[src/rtl/uart_cmd_ctrl_if.sv]
// Bundles the UART-side byte strobe and the register-bank write port of uart_cmd_ctrl.
// The slave modport is the controller's view; the master modport drives bytes in and observes writes.
interface uart_cmd_ctrl_if #(
    parameter int ADDR_W = 4
);
    logic              rx_dv;
    logic [7:0]        rx_byte;
    logic              wr_en;
    logic [ADDR_W-1:0] wr_addr;
    logic [7:0]        wr_data;
    logic              frame_err;
    logic [7:0]        err_cnt;
    logic              busy;

    modport master (
        output rx_dv, rx_byte,
        input  wr_en, wr_addr, wr_data, frame_err, err_cnt, busy
    );

    modport slave (
        input  rx_dv, rx_byte,
        output wr_en, wr_addr, wr_data, frame_err, err_cnt, busy
    );
endinterface

[src/rtl/uart_cmd_ctrl.sv]
// Turns UART bytes into validated register writes (SYNC, ADDR, DATA[, CHK] frames).
// Define UART_CMD_CHKSUM_EN to add the trailing XOR checksum byte to every frame.
module uart_cmd_ctrl #(
    parameter logic [7:0]  SYNC_BYTE    = 8'hA5,
    parameter int          ADDR_W       = 4,
    parameter logic [15:0] TIMEOUT_CLKS = 16'd3000
) (
    input  logic             clk,
    input  logic             rst_n,
    uart_cmd_ctrl_if.slave   bus
);

`ifdef UART_CMD_CHKSUM_EN
    typedef enum logic [2:0] {
        ST_IDLE,
        ST_ADDR,
        ST_DATA,
        ST_CHK,
        ST_COMMIT
    } state_t;
`else
    typedef enum logic [2:0] {
        ST_IDLE,
        ST_ADDR,
        ST_DATA,
        ST_COMMIT
    } state_t;
`endif

    state_t            state_q, state_d;
    logic [15:0]       tmo_q, tmo_d;
    logic [ADDR_W-1:0] addr_q, addr_d;
    logic [7:0]        data_q, data_d;
    logic              wr_en_q, wr_en_d;
    logic [ADDR_W-1:0] wr_addr_q, wr_addr_d;
    logic [7:0]        wr_data_q, wr_data_d;
    logic              frame_err_q, frame_err_d;
    logic [7:0]        err_cnt_q, err_cnt_d;
    logic              waiting;
    logic              reject;

    always_comb begin
        state_d     = state_q;
        tmo_d       = tmo_q;
        addr_d      = addr_q;
        data_d      = data_q;
        wr_en_d     = 1'b0;
        wr_addr_d   = wr_addr_q;
        wr_data_d   = wr_data_q;
        frame_err_d = 1'b0;
        err_cnt_d   = err_cnt_q;
        reject      = 1'b0;
        waiting     = 1'b0;

        case (state_q)
            ST_IDLE: begin
                if (bus.rx_dv && (bus.rx_byte == SYNC_BYTE)) begin
                    state_d = ST_ADDR;
                    tmo_d   = 16'd0;
                end
            end
            ST_ADDR: begin
                waiting = 1'b1;
                if (bus.rx_dv) begin
                    addr_d = bus.rx_byte[ADDR_W-1:0];
                    tmo_d  = 16'd0;
                    if ((bus.rx_byte >> ADDR_W) != 8'd0) begin
                        reject = 1'b1;
                    end else begin
                        state_d = ST_DATA;
                    end
                end
            end
            ST_DATA: begin
                waiting = 1'b1;
                if (bus.rx_dv) begin
                    data_d = bus.rx_byte;
                    tmo_d  = 16'd0;
`ifdef UART_CMD_CHKSUM_EN
                    state_d = ST_CHK;
`else
                    state_d = ST_COMMIT;
`endif
                end
            end
`ifdef UART_CMD_CHKSUM_EN
            // Accepted addresses have zero upper bits, so the short register zero-extends to the received byte.
            ST_CHK: begin
                waiting = 1'b1;
                if (bus.rx_dv) begin
                    tmo_d = 16'd0;
                    if (bus.rx_byte != (8'(addr_q) ^ data_q)) begin
                        reject = 1'b1;
                    end else begin
                        state_d = ST_COMMIT;
                    end
                end
            end
`endif
            ST_COMMIT: begin
                wr_en_d   = 1'b1;
                wr_addr_d = addr_q;
                wr_data_d = data_q;
                tmo_d     = 16'd0;
                state_d   = ST_IDLE;
            end
            default: begin
                state_d = ST_IDLE;
                tmo_d   = 16'd0;
            end
        endcase

        // A byte arriving on the expiry cycle wins; the timeout only fires on a silent cycle.
        if (waiting && !bus.rx_dv) begin
            if (tmo_q == TIMEOUT_CLKS) begin
                reject = 1'b1;
            end else begin
                tmo_d = tmo_q + 16'd1;
            end
        end

        if (reject) begin
            frame_err_d = 1'b1;
            state_d     = ST_IDLE;
            tmo_d       = 16'd0;
            if (err_cnt_q != 8'hFF) begin
                err_cnt_d = err_cnt_q + 8'd1;
            end
        end
    end

    always_ff @(posedge clk or negedge rst_n) begin
        if (!rst_n) begin
            state_q     <= ST_IDLE;
            tmo_q       <= 16'd0;
            addr_q      <= '0;
            data_q      <= 8'd0;
            wr_en_q     <= 1'b0;
            wr_addr_q   <= '0;
            wr_data_q   <= 8'd0;
            frame_err_q <= 1'b0;
            err_cnt_q   <= 8'd0;
        end else begin
            state_q     <= state_d;
            tmo_q       <= tmo_d;
            addr_q      <= addr_d;
            data_q      <= data_d;
            wr_en_q     <= wr_en_d;
            wr_addr_q   <= wr_addr_d;
            wr_data_q   <= wr_data_d;
            frame_err_q <= frame_err_d;
            err_cnt_q   <= err_cnt_d;
        end
    end

    assign bus.wr_en     = wr_en_q;
    assign bus.wr_addr   = wr_addr_q;
    assign bus.wr_data   = wr_data_q;
    assign bus.frame_err = frame_err_q;
    assign bus.err_cnt   = err_cnt_q;
    assign bus.busy      = (state_q != ST_IDLE);

endmodule

[src/flat_wrapper.sv]
// flat-port wrapper written by rule: the top's interface ports become plain ports
module uart_cmd_ctrl_flat 
#(
    parameter logic [7:0]  SYNC_BYTE    = 8'hA5,
    parameter int          ADDR_W       = 4,
    parameter logic [15:0] TIMEOUT_CLKS = 16'd3000
)
  (clk, rst_n, bus_rx_dv, bus_rx_byte, bus_wr_en, bus_wr_addr, bus_wr_data, bus_frame_err, bus_err_cnt, bus_busy);
  uart_cmd_ctrl_if #(.ADDR_W(ADDR_W)) bus_i ();
  input  logic clk;
  input  logic rst_n;
  input wire logic [$bits(bus_i.rx_dv)-1:0] bus_rx_dv;
  input wire logic [$bits(bus_i.rx_byte)-1:0] bus_rx_byte;
  output wire logic [$bits(bus_i.wr_en)-1:0] bus_wr_en;
  output wire logic [$bits(bus_i.wr_addr)-1:0] bus_wr_addr;
  output wire logic [$bits(bus_i.wr_data)-1:0] bus_wr_data;
  output wire logic [$bits(bus_i.frame_err)-1:0] bus_frame_err;
  output wire logic [$bits(bus_i.err_cnt)-1:0] bus_err_cnt;
  output wire logic [$bits(bus_i.busy)-1:0] bus_busy;
  assign bus_i.rx_dv = bus_rx_dv;
  assign bus_i.rx_byte = bus_rx_byte;
  assign bus_wr_en = bus_i.wr_en;
  assign bus_wr_addr = bus_i.wr_addr;
  assign bus_wr_data = bus_i.wr_data;
  assign bus_frame_err = bus_i.frame_err;
  assign bus_err_cnt = bus_i.err_cnt;
  assign bus_busy = bus_i.busy;
  uart_cmd_ctrl #(.SYNC_BYTE(SYNC_BYTE), .ADDR_W(ADDR_W), .TIMEOUT_CLKS(TIMEOUT_CLKS)) u_core (.clk(clk), .rst_n(rst_n), .bus(bus_i));
endmodule
[config.mk]
export PLATFORM = sky130hd
export DESIGN_NAME = uart_cmd_ctrl_flat
export DESIGN_NICKNAME = d
export VERILOG_FILES = /design/src/rtl/uart_cmd_ctrl_if.sv /design/src/rtl/uart_cmd_ctrl.sv /design/src/flat_wrapper.sv
export SDC_FILE = /design/constraint.sdc
export NUM_CORES = 1
export LEC_CHECK = 0
export ABC_AREA = 1
export CAP_MARGIN = 20
export CORE_UTILIZATION = 61
export CTS_CLUSTER_DIAMETER = 120
export CTS_CLUSTER_SIZE = 30
export DETAILED_ROUTE_END_ITERATION = 10
export DONT_BUFFER_PORTS = 1
export GPL_TIMING_DRIVEN = 0
export PLACE_DENSITY = 0.83
export SYNTH_ARGS = -nofsm -noshare
export SYNTH_HDL_FRONTEND = slang
export SYNTH_SLANG_ARGS = --single-unit
[constraint.sdc]
create_clock -name clk -period 2.1 [get_ports clk]
set_clock_uncertainty 0.2 [all_clocks]
set_input_delay 0.63 -clock clk [delete_from_list [all_inputs] [get_ports clk]]
set_output_delay 0.63 -clock clk [all_outputs]
set_load 0.01 [all_outputs]
**Word-level counts from Yosys, hierarchy flattened**

Cells that the tools add are included.

- Output and inout port bits: 23
- Register bits after elaboration: 53
- Bits of input ports: 11
- Word-level logic and storage cells: 52

- Reduce and logical (&&, ||, !) cells: 11
- Mux-type cells: 20
- Add/subtract/negate cells: 2
- Equality and inequality tests: 10

Operators with widths:

| operator | number |
|---|---|
| $mux W16 | 5 |
| $pmux W16 S2 | 1 |
| $add A16 B1 Y16 const B | 1 |
| $eq A16 B12 Y1 const B | 1 |
| $mux W3 | 5 |
| $ne A3 B2 Y1 const B | 3 |
| $pmux W3 S3 | 1 |
| $add A8 B1 Y8 const B | 1 |
| $eq A8 B8 Y1 const B | 1 |
| $mux W1 | 8 |
| $ne A8 B8 Y1 const B | 1 |
| $reduce_bool A8 Y1 | 1 |
| $eq A3 B2 Y1 const B | 2 |
| $reduce_and A2 Y1 | 3 |
| $reduce_and A4 Y1 | 1 |
| $eq A3 B1 Y1 const B | 1 |
| $logic_not A3 Y1 | 1 |
| $ne A3 B1 Y1 const B | 1 |
| $reduce_bool A3 Y1 | 1 |
| $logic_and A1 B1 Y1 | 2 |
| $reduce_or A2 Y1 | 1 |
| $logic_not A1 Y1 | 1 |

**Logic depth before layout (Yosys ltp)**

Gate-level depths: netlist (run 1).

- Depth in word-level cells: 8
- Depth in mapped cells: 11

**Worst setup path after synthesis (run 1)**

OpenSTA, ideal clock, no wires.

- Path type: register to register
- From: register u_core.state_q[0]
- To: register u_core.err_cnt_q[3] (netlist: u_core.bus.err_cnt[3])
- Clock period less this slack: 1.693 ns
- Required time: 1.783 ns
- Arrival: 1.376 ns
- Stages on the path, launching flop included: 10
- Setup slack: 0.407 ns
- Path buffers: 1
- Cell sequence: dfrtp_1 inv_1 ha_1 nand2_2 inv_2 nand3_2 nand2_4 buf_8 nand3_1 nand2_1

- Word-level cells in the longest chain between the ends: 6
- Elaborated cells between the ends (all ways): 9

RTL lines:

| what | RTL line | RTL |
|---|---|---|
| start, declared | uart_cmd_ctrl.sv:30 | `state_t state_q, state_d;` |
| start signal, assigned | uart_cmd_ctrl.sv:144 | `state_q <= state_d;` |
| $eq A3 B1 Y1 / $eq A3 B2 Y1 (equally long branches) | uart_cmd_ctrl.sv:55 | `case (state_q)` |
| $reduce_or A2 Y1 (no line) | n/a |  |
| $mux W1 | uart_cmd_ctrl.sv:55 |  |
| $logic_and A1 B1 Y1 | uart_cmd_ctrl.sv:114 | `if (waiting && !bus.rx_dv) begin` |
| $mux W1 * | uart_cmd_ctrl.sv:114 |  |
| $reduce_and A2 Y1 (no line) * | n/a |  |
| end signal, assigned | uart_cmd_ctrl.sv:152 | `err_cnt_q <= err_cnt_d;` |
| end, declared | uart_cmd_ctrl.sv:38 | `logic [7:0] err_cnt_q, err_cnt_d;` |

Every way passes the cells marked *; elsewhere a longest branch is shown, timed or not.
A chain may end at the register's enable or synchronous reset.

**Worst setup path in the final report (run 1)**

- From: register u_core.state_q[0]
- To: output bus_busy

- Word-level cells in the longest chain between the ends: 1

RTL lines:

| what | RTL line | RTL |
|---|---|---|
| $reduce_bool A3 Y1 | uart_cmd_ctrl.sv:161 | `assign bus.busy = (state_q != ST_IDLE);` |
| end, declared | flat_wrapper.sv:19 | `output wire logic [$bits(bus_i.busy)-1:0] bus_busy;` |

No other way between the ends.

==> results.cfg, run 1 <==
[timing]
setup_viol = 0
fin_tns_setup_ns = 0
hold_violations = 0
min_period_ns = 2.00
report.final.slew_viol_count = 0
period_share_pct = 95.4
grt_setup_unrepaired = no
fmax_mhz = 499
max_slew.worst_pin.slew_ns = 0.517
maxSlewHeadroom_pct = 65.5

[logic_synthesis]
synthTopCellsByCount = 134 x nand2_1, 54 x nor2_1, 52 x dfrtp_1
synthTopCellsByArea = dfrtp_1 45%, nand2_1 17%, nor2_1 7.0%
synth.cell_area_sq_mm = 0.00291
synth_cells = 396
synth.most_common_cell = nand2_1
synthArstFlopShare_pct = 100
syn-num-nets = 414
synth.largest_area_cell = dfrtp_1
synth_top_area_share_pct = 44.7
synth-seq-area-share_pct = 44.7
synth-seq-cells = 52
yosysUniqueCellTypes = 28
ys_warn_count = 0
synth_top_flop_cell = dfrtp_1
synth_edf_count = 0
syn_avg_cell_area_sq_um = 7.36

[pwr]
p_int_mw = 2.02
p_sw_share_pct = 43.2
p_per_area_mw_per_mm2 = 1140
total_power_mw = 3.57
leakagePower_nw = 1.53
p_switching_mw = 1.54
power_frac_seq_pct = 47.7
vdd_drop_max_v = 0.000686
clockPowerShare_pct = 16.7
combPwrFrac_pct = 35.6

[critical_path]
worstPathMaxFanout = 4
rr_endpoint = u_core.bus.err_cnt[3]
critPathLaunch = u_core.state_q[0]
critPathKind = flop to primary output
end_kind = primary output
reg2reg_slack_ns = 0.15
crit_arrival_ns = 1.17
rr_worst_depth = 9
startpoint_type = flop
required_ns = 1.27
endpoint = bus_busy
r2r_start = u_core.state_q[0]

[run]
max-cap-violations = 0

[run_status]
status = finished, violations left
failed_checks = design-rule violations

[grt]
grt_pass1_wl_mm = 10.8
grt-ovfl-total = 0
antenna_found_initial = 0
grt.total_usage_pct = 27.4
grt_max_degree = 53
grt_pass1_vias = 2413

[detailed_routing]
drt-wirelength-per-cell_um = 13.5
viasPerCell = 5.57
drt_pass1_iterations = 7
drt_iter0_drc = 208
antenna_left = 0
routed-via-count = 2553
wirelength_mm = 6.20
drc = 1

[placement]
place_area_sq_mm = 0.00298
detailed_place_hpwl_mm = 4.57
gp_congestion = 0.911
portBuffers = 0

[cts]
cts-root-buf = clkbuf_8
cts_sinks = 52
cts_tree = yes
cts_inserted_buffers = 5
clk_pin_slew_ns = 0.09
clockBufferDepth = 2
clock_latency_ns = 0.31
htreeDepth = 2

[floorplan]
core_region_area_sq_mm = 0.00447
initial_core_util_pct = 65.1
fp.dieW_um = 71.1
design.die.area_sq_mm = 0.00506
rows = 24
die_h_um = 71.1
io_pins = 34

[final_layout]
area_growth_pct = 7.04
fin_nets = 423
final_cell_area_sq_mm = 0.00312
drive_gt1_share_pct = 8.37
diodes = 0
nFillCells = 380

[worst_hold_path]
min_path_type = input port to flop
## cell families after synthesis
| logic type | Yosys count | share of synthesized area [%] |
|---|---|---|
| AOI/OAI and AO/OA | 36 | 6.27 |
| adders and majority gates | 7 | 3.01 |
| muxes | 2 | 0.773 |
| xor gates and xnor gates | 7 | 2.10 |
| DFF | 52 | 44.7 |
| buffers and inverters | 45 | 6.31 |
| and+or+nand+nor | 247 | 36.9 |
## metrics by stage
stage	std cells	hold WS [ns]	utilization [%]	setup slack, ns
2_1_floorplan	396	0.134	-	0.407
3_3_place_gp	448	0.135	66.6	0.197
3_5_place_dp	448	0.135	66.6	0.135
4_1_cts	458	0.266	69.5	0.100
5_1_grt	458	0.259	69.7	0.00266
6_report	458	0.269	69.7	0.0963
## cell type report
class	instances	area, sq um	share of cell area, %
plain buffers	6	35.0	1.12
clock buffers	5	68.8	2.21
clock inverters	3	26.3	0.843
inverters	39	151	4.86
multi-input cells	299	1430	45.9
flip-flops and latches	52	1300	41.7
well taps	52	65.1	2.09
repair buffers	2	37.5	1.20
## registers in the layout (all words and copies together) (netlist names)
| name | cells |
|---|---|
| u_core.bus.frame_err | 1 |
| u_core.bus.err_cnt | 8 |
| u_core.bus.wr_data | 8 |
| u_core.addr_q | 4 |
| u_core.tmo_q | 16 |
| u_core.state_q | 2 |
| u_core.data_q | 8 |
| u_core.bus.wr_addr | 4 |
| u_core.bus.wr_en | 1 |
## what timing repair did
| action | CTS | global route |
|---|---|---|
| setup buffers | 0 | 0 |
| endpoints found under the setup margin | 0 | 3 |
| endpoints found under the hold margin | 52 | 0 |
| hold buffers | 2 | 0 |
| resized for setup | 0 | 3 |
## how the worst min path moves through the flow
| stage | from | end | slack (ns) | depth (start not counted) |
|---|---|---|---|---|
| after global placement | rst_n | u_core.bus.wr_data[3] | 0.14 | 0 |
| after CTS | bus_rx_byte[6] | u_core.data_q[6] | 0.27 | 1 |
| after detailed placement | rst_n | u_core.bus.wr_data[3] | 0.14 | 0 |
| final | bus_rx_byte[5] | u_core.data_q[5] | 0.27 | 1 |
| after global routing | bus_rx_byte[6] | u_core.data_q[6] | 0.26 | 1 |
| after floorplan | rst_n | u_core.addr_q[0] | 0.13 | 0 |
## metal layers
| metal | up-vias | wire length, um | track usage (%) |
|---|---|---|---|
| met5 | - | 0 | 0 |
| met4 | 0 | 78 | 9.56 |
| met3 | 9 | 361 | 7.41 |
| met2 | 78 | 2910 | 44.2 |
| met1 | 1205 | 2850 | 35.8 |
| li1 | 1261 | - | - |
## power by group through the flow
| stage | Sequential [mW] | Combinational (mW) | Clock, mW |
|---|---|---|---|
| global route | 1.75 | 1.47 | 0.654 |
| finish | 1.70 | 1.27 | 0.594 |
| floorplan | 1.63 | 0.970 | 0 |
| global placement | 1.70 | 1.16 | 0 |
| detailed placement | 1.72 | 1.21 | 0 |
| CTS | 1.70 | 1.25 | 0.607 |
## critical path, cell delays in order (launching register included)
cell	delay, ns
dfrtp_1	0.41
inv_1	0.09
ha_1	0.22
inv_1	0.14
## cells in the final DEF, fill, tap and decap left out, drive strengths merged
| cell type | count |
|---|---|
| and2 | 1 |
| nand3b | 1 |
| mux2 | 2 |
| clkbuf | 9 |
| inv | 37 |
| xor2 | 3 |
| buf | 3 |
| o21ai | 26 |
| xnor2 | 4 |
| o21bai | 1 |
| nand4 | 8 |
| dlygate4sd3 | 1 |
| nor3 | 3 |
| clkinv | 3 |
| nor2 | 58 |
| a21oi | 9 |
| nand3 | 31 |
| ha | 7 |
| dfrtp | 52 |
| clkinvlp | 2 |
| nand2 | 145 |
Power figures use the tool's default switching activity.
==> run 2: changes to the inputs <==
Settings changed: ABC_AREA 1 to not set.
==> results.cfg, run 2 <==
[logic_synthesis]
syn_avg_cell_area_sq_um = 11.1
synth.cell_area_sq_mm = 0.00255
synth_simple_gate_area_share_pct = 20.7
synthArstFlopShare_pct = 100
synthTopCellsByCount = 52 x dfrtp_1, 28 x nand3_1, 25 x mux2_2
synth.most_common_cell = dfrtp_1
synth_top_family_by_area = simple AND/OR/NAND/NOR gates
synth_cells = 231
yosysUniqueCellTypes = 42
syn-num-nets = 249
synth_fa_ha_area_share_pct = 3.43
synth-compound-area-share_pct = 7.69
synth_edf_count = 0
synthXorXnorAreaFrac_pct = 2.06
synth-seq-area-share_pct = 51.0
synth_top_flop_cell = dfrtp_1
synth.largest_area_cell = dfrtp_1
yosys-mux-area-fraction_pct = 12.6
synth-seq-cells = 52
synthTopCellsByArea = dfrtp_1 51%, mux2_2 11%, nand3_1 5.5%
ys_warn_count = 0
synth_top_area_share_pct = 51.0

[final_layout]
final_common_cell = dfrtp_1
diodes = 0
utilization_pct = 74.9
final_cell_area_sq_mm = 0.00300
drive_gt1_share_pct = 36.1
largest-register = u_core.tmo_q
final_cell_mix = 47 x dfrtp_1, 26 x nand3_1, 25 x mux2_2, 12 x buf_4, 12 x nand2_1
largest_reg_flops = 16
fin_nets = 272
area_growth_pct = 17.3

[pwr]
leakagePower_nw = 1.25
vdd_drop_max_v = 0.000957
p_per_area_mw_per_mm2 = 1270

[timing]
maxSlewHeadroom_pct = 66.2
min_period_ns = 2.06
period_share_pct = 98.3
fmax_mhz = 485
setup_viol = 0
max_slew.worst_pin.slew_ns = 0.500
report.final.slew_viol_count = 0
fin_tns_setup_ns = 0
whs_ns = 0.265
grt_setup_unrepaired = yes
hold_violations = 0

[detailed_routing]
antenna_left = 0
drt_pass1_iterations = 4
routed-via-count = 1940
drt-wirelength-per-cell_um = 18.3
drt_iter0_drc = 160
drc = 0
viasPerCell = 6.36
wirelength_mm = 5.57

[critical_path]
rr_worst_depth = 8
critPathKind = flop to flop
end_kind = flop
crit_arrival_ns = 2.09
worstPathMaxFanout = 10
required_ns = 2.13
reg2reg_slack_ns = 0.04
startpoint_type = flop

[grt]
grt-ovfl-total = 0
antenna_found_initial = 0
grt_pass1_wl_mm = 9.02
grt.total_usage_pct = 27.7
grt_max_degree = 53
grt_pass1_vias = 1937

[floorplan]
core_region_area_sq_mm = 0.00400
io_pins = 34
initial_core_util_pct = 63.8
fp.dieW_um = 66.7
design.die.area_sq_mm = 0.00445
rows = 23
die_h_um = 66.7

[cts]
cts-root-buf = clkbuf_8
clockBufferDepth = 2
cts_inserted_buffers = 5
cts_sinks = 52
clock_latency_ns = 0.31
cts_tree = yes
htreeDepth = 2
clk_pin_slew_ns = 0.09

[worst_hold_path]
min_path_type = input port to flop
min_path_cells = 1

[run]
max-cap-violations = 0

[placement]
portBuffers = 0
gp_congestion = 0.866
place_area_sq_mm = 0.00262
detailed_place_hpwl_mm = 3.46

[run_status]
status = complete, no violations
-- run 2: changes by cell type in the layout (fill, tap and decap cells not counted), moves of 8 or more --
cell	delta
a31oi_1	+8
o21ai_0	-20
mux2_2	+23
inv_1	-31
buf_4	+12
nor2_1	-47
nand2_1	-122
-- run 2: critical path, stage by stage, from the launching register on --
cell and delay [ns]:
dfrtp_2 0.44, inv_2 0.09, ha_4 0.21, and2b_2 0.23, a21oi_4 0.26, inv_4 0.06, buf_12 0.14, buf_4 0.18
a31oi_1 0.17
-- run 2: logic make-up after synthesis --
logic type                 after synthesis
adders and majority gates                7
DFF                                     52
and+or+nand+nor                         93
xor gates and xnor gates                 6
AOI/OAI and AO/OA                       30
muxes                                   29
buffers and inverters                   14
-- run 2: layout make-up --
type	instances	area [sq um]
Buffer	7	65.1
Clock buffer	5	68.8
Clock inverter	3	21.3
Fill cell	250	1000
Inverter	7	28.8
Multi-Input combinational cell	165	1280
Sequential cell	52	1310
Tap cell	50	62.6
Timing Repair Buffer	16	163
-- run 2: power by group --
part | internal [mW] | total [mW] | switching [mW]
Clock | 0.237 | 0.581 | 0.343
Sequential | 1.34 | 1.64 | 0.309
Combinational | 0.787 | 1.58 | 0.793
Total | 2.36 | 3.81 | 1.45
-- run 2: worst paths after layout --
path / startpoint / end
hold / removal: bus_rx_byte[0] / u_core.addr_q[0]
setup reg to reg: u_core.state_q[0] / u_core.tmo_q[11]
min in group asynchronous: rst_n / u_core.tmo_q[15]
hold reg to reg: u_core.data_q[3] / u_core.bus.wr_data[3]
setup / recovery: u_core.state_q[0] / u_core.tmo_q[11]
max in group asynchronous: rst_n / u_core.tmo_q[0]
-- run 2: metrics by stage --
step                      setup WS, ns  std cells  power [mW]
after global placement          -0.229        281        2.74
after detailed placement        -0.253        281        2.81
after global routing           -0.0728        305        4.04
final                           0.0365        305        3.81
after floorplan                 0.0236        231        2.52
after CTS                      -0.0214        299        3.57
-- run 2: repair_timing --
item                                   in CTS  in global routing
gates resized for setup                    14                 36
setup endpoints to repair                  24                 33
endpoints found under the hold margin      52                  0
pin swaps                                   3                  7
setup buffers                               8                  6
hold buffers                                2                  0
-- run 2: layer usage --
layer / track usage, % / wire length [um] / up-vias
met4: 10.4 / 72 / 0
met1: 34.6 / 2330 / 967
met3: 8.73 / 286 / 9
li1: - / - / 897
met2: 44.7 / 2880 / 67
met5: 0 / 0 / -
==> run 3: changes to the inputs <==
Settings changed: GPL_ROUTABILITY_DRIVEN set to 0, RECOVER_POWER set to 100.
==> results.cfg, run 3 (synthesized netlist as in run 2, its figures left out) <==
[run_status]
status = finished, violations left
failed_checks = negative setup slack

[final_layout]
final_cell_area_sq_mm = 0.00297
largest-register = u_core.tmo_q
fin_nets = 272
area_growth_pct = 16.3
drive_gt1_share_pct = 34.9
diodes = 0
final_cell_mix = 47 x dfrtp_1, 26 x nand3_1, 25 x mux2_2, 13 x nand2_1, 10 x buf_4
stdcell_count = 305
utilization_pct = 74.2
nFillCells = 253
largest_reg_flops = 16
final_common_cell = dfrtp_1

[timing]
setup_viol = 3
fmax_mhz = 474
max_slew.worst_pin.slew_ns = 0.689
grt_setup_unrepaired = yes
fin_ws_ns = -0.00980
report.final.slew_viol_count = 0
min_period_ns = 2.11
period_share_pct = 100
hold_violations = 0
maxSlewHeadroom_pct = 54.1

[floorplan]
fp.dieW_um = 66.7
io_pins = 34
core_region_area_sq_mm = 0.00400
die_h_um = 66.7
initial_core_util_pct = 63.8
rows = 23
design.die.area_sq_mm = 0.00445

[grt]
grt-ovfl-total = 0
grt_pass1_vias = 1937
grt.total_usage_pct = 27.7
antenna_found_initial = 0
grt_pass1_wl_mm = 9.02
grt_max_degree = 53

[detailed_routing]
wirelength_mm = 5.58
drt_iter0_drc = 142
viasPerCell = 6.38
drc = 0
drt-wirelength-per-cell_um = 18.3
antenna_left = 0
drt_pass1_iterations = 4
routed-via-count = 1947

[critical_path]
rr_worst_depth = 8
startpoint_type = flop
required_ns = 2.13
reg2reg_slack_ns = -0.01
worstPathMaxFanout = 10
r2r_start = u_core.state_q[0]
crit_arrival_ns = 2.14
end_kind = flop
critPathKind = flop to flop
rr_endpoint = u_core.tmo_q[11]

[placement]
dp.cells = 281
pre_cts_ws_ns = -0.253
portBuffers = 0
detailed_place_hpwl_mm = 3.46
place_area_sq_mm = 0.00262

[cts]
htreeDepth = 2
cts_tree = yes
cts_inserted_buffers = 5
clk_pin_slew_ns = 0.09
cts-root-buf = clkbuf_8
clock_latency_ns = 0.31
cts_sinks = 52
clockBufferDepth = 2

[pwr]
total_power_mw = 3.78
leakagePower_nw = 1.24
vdd_drop_max_v = 0.000957
p_per_area_mw_per_mm2 = 1270

[worst_hold_path]
min_path_type = input port to flop
hold_end = u_core.addr_q[0]
min_path_cells = 1
hold_path.startpoint = bus_rx_byte[0]

[run]
max-cap-violations = 0
-- run 3: power by group --
group	internal (mW)	switching, mW
sequential	1.34	0.305
clock	0.237	0.344
combinational	0.772	0.790
total	2.34	1.44
-- run 3: how the worst max path moves through the flow --
stage,cells after the start,slack [ns],from,endpoint
2_1_floorplan,6,0.02,bus_rx_byte[5],u_core.bus.err_cnt[6]
3_3_place_gp,6,-0.23,bus_rx_byte[5],u_core.bus.err_cnt[6]
3_5_place_dp,6,-0.25,bus_rx_byte[3],u_core.tmo_q[2]
4_1_cts,8,-0.02,u_core.tmo_q[0],u_core.bus.err_cnt[6]
5_1_grt,8,-0.10,u_core.state_q[0],u_core.tmo_q[10]
6_report,8,-0.01,u_core.state_q[0],u_core.tmo_q[11]
-- run 3: per-stage QoR --
stage          hold WS (ns)  TNS, ns
6_report              0.265  -0.0138
5_1_grt               0.251   -0.834
4_1_cts               0.262  -0.0214
3_3_place_gp          0.136    -2.22
3_5_place_dp          0.136    -2.95
2_1_floorplan         0.134        0
-- run 3: worst max-delay path, stage by stage (launching register included) --
cell and delay, ns:
dfrtp_2 0.43, inv_1 0.13, ha_4 0.22, and2b_2 0.23, a21oi_4 0.26, inv_4 0.06
buf_12 0.13, buf_4 0.18, a31oi_1 0.17
-- run 3: final cells by class --
cell class                 instances  area (sq um)  share of cell area [%]
multi-input combinational        165          1280                    43.0
timing repair buffer              16           139                    4.68
clock inverter                     3          21.3                   0.716
buffer                             7          65.1                    2.19
tap                               50          62.6                    2.11
inverter                           7          28.8                   0.969
clock buffer                       5          68.8                    2.32
sequential                        52          1310                    44.0
-- run 3: per-layer routing --
layer	up-vias	share of wire [%]	global-route usage (%)
met5	-	0	0
met4	0	1.4	10.4
met3	11	5.7	8.73
met2	72	51	44.7
met1	966	42	34.6
li1	898	-	-
-- run 3: repair_timing --
| item | in CTS | in global routing |
|---|---|---|
| setup buffers | 8 | 6 |
| hold buffers | 2 | 0 |
| endpoints found under the setup margin | 24 | 33 |
| gates resized for setup | 14 | 36 |
| hold endpoints to repair | 52 | 0 |
| pin swaps | 3 | 7 |
| cloned | 0 | 0 |
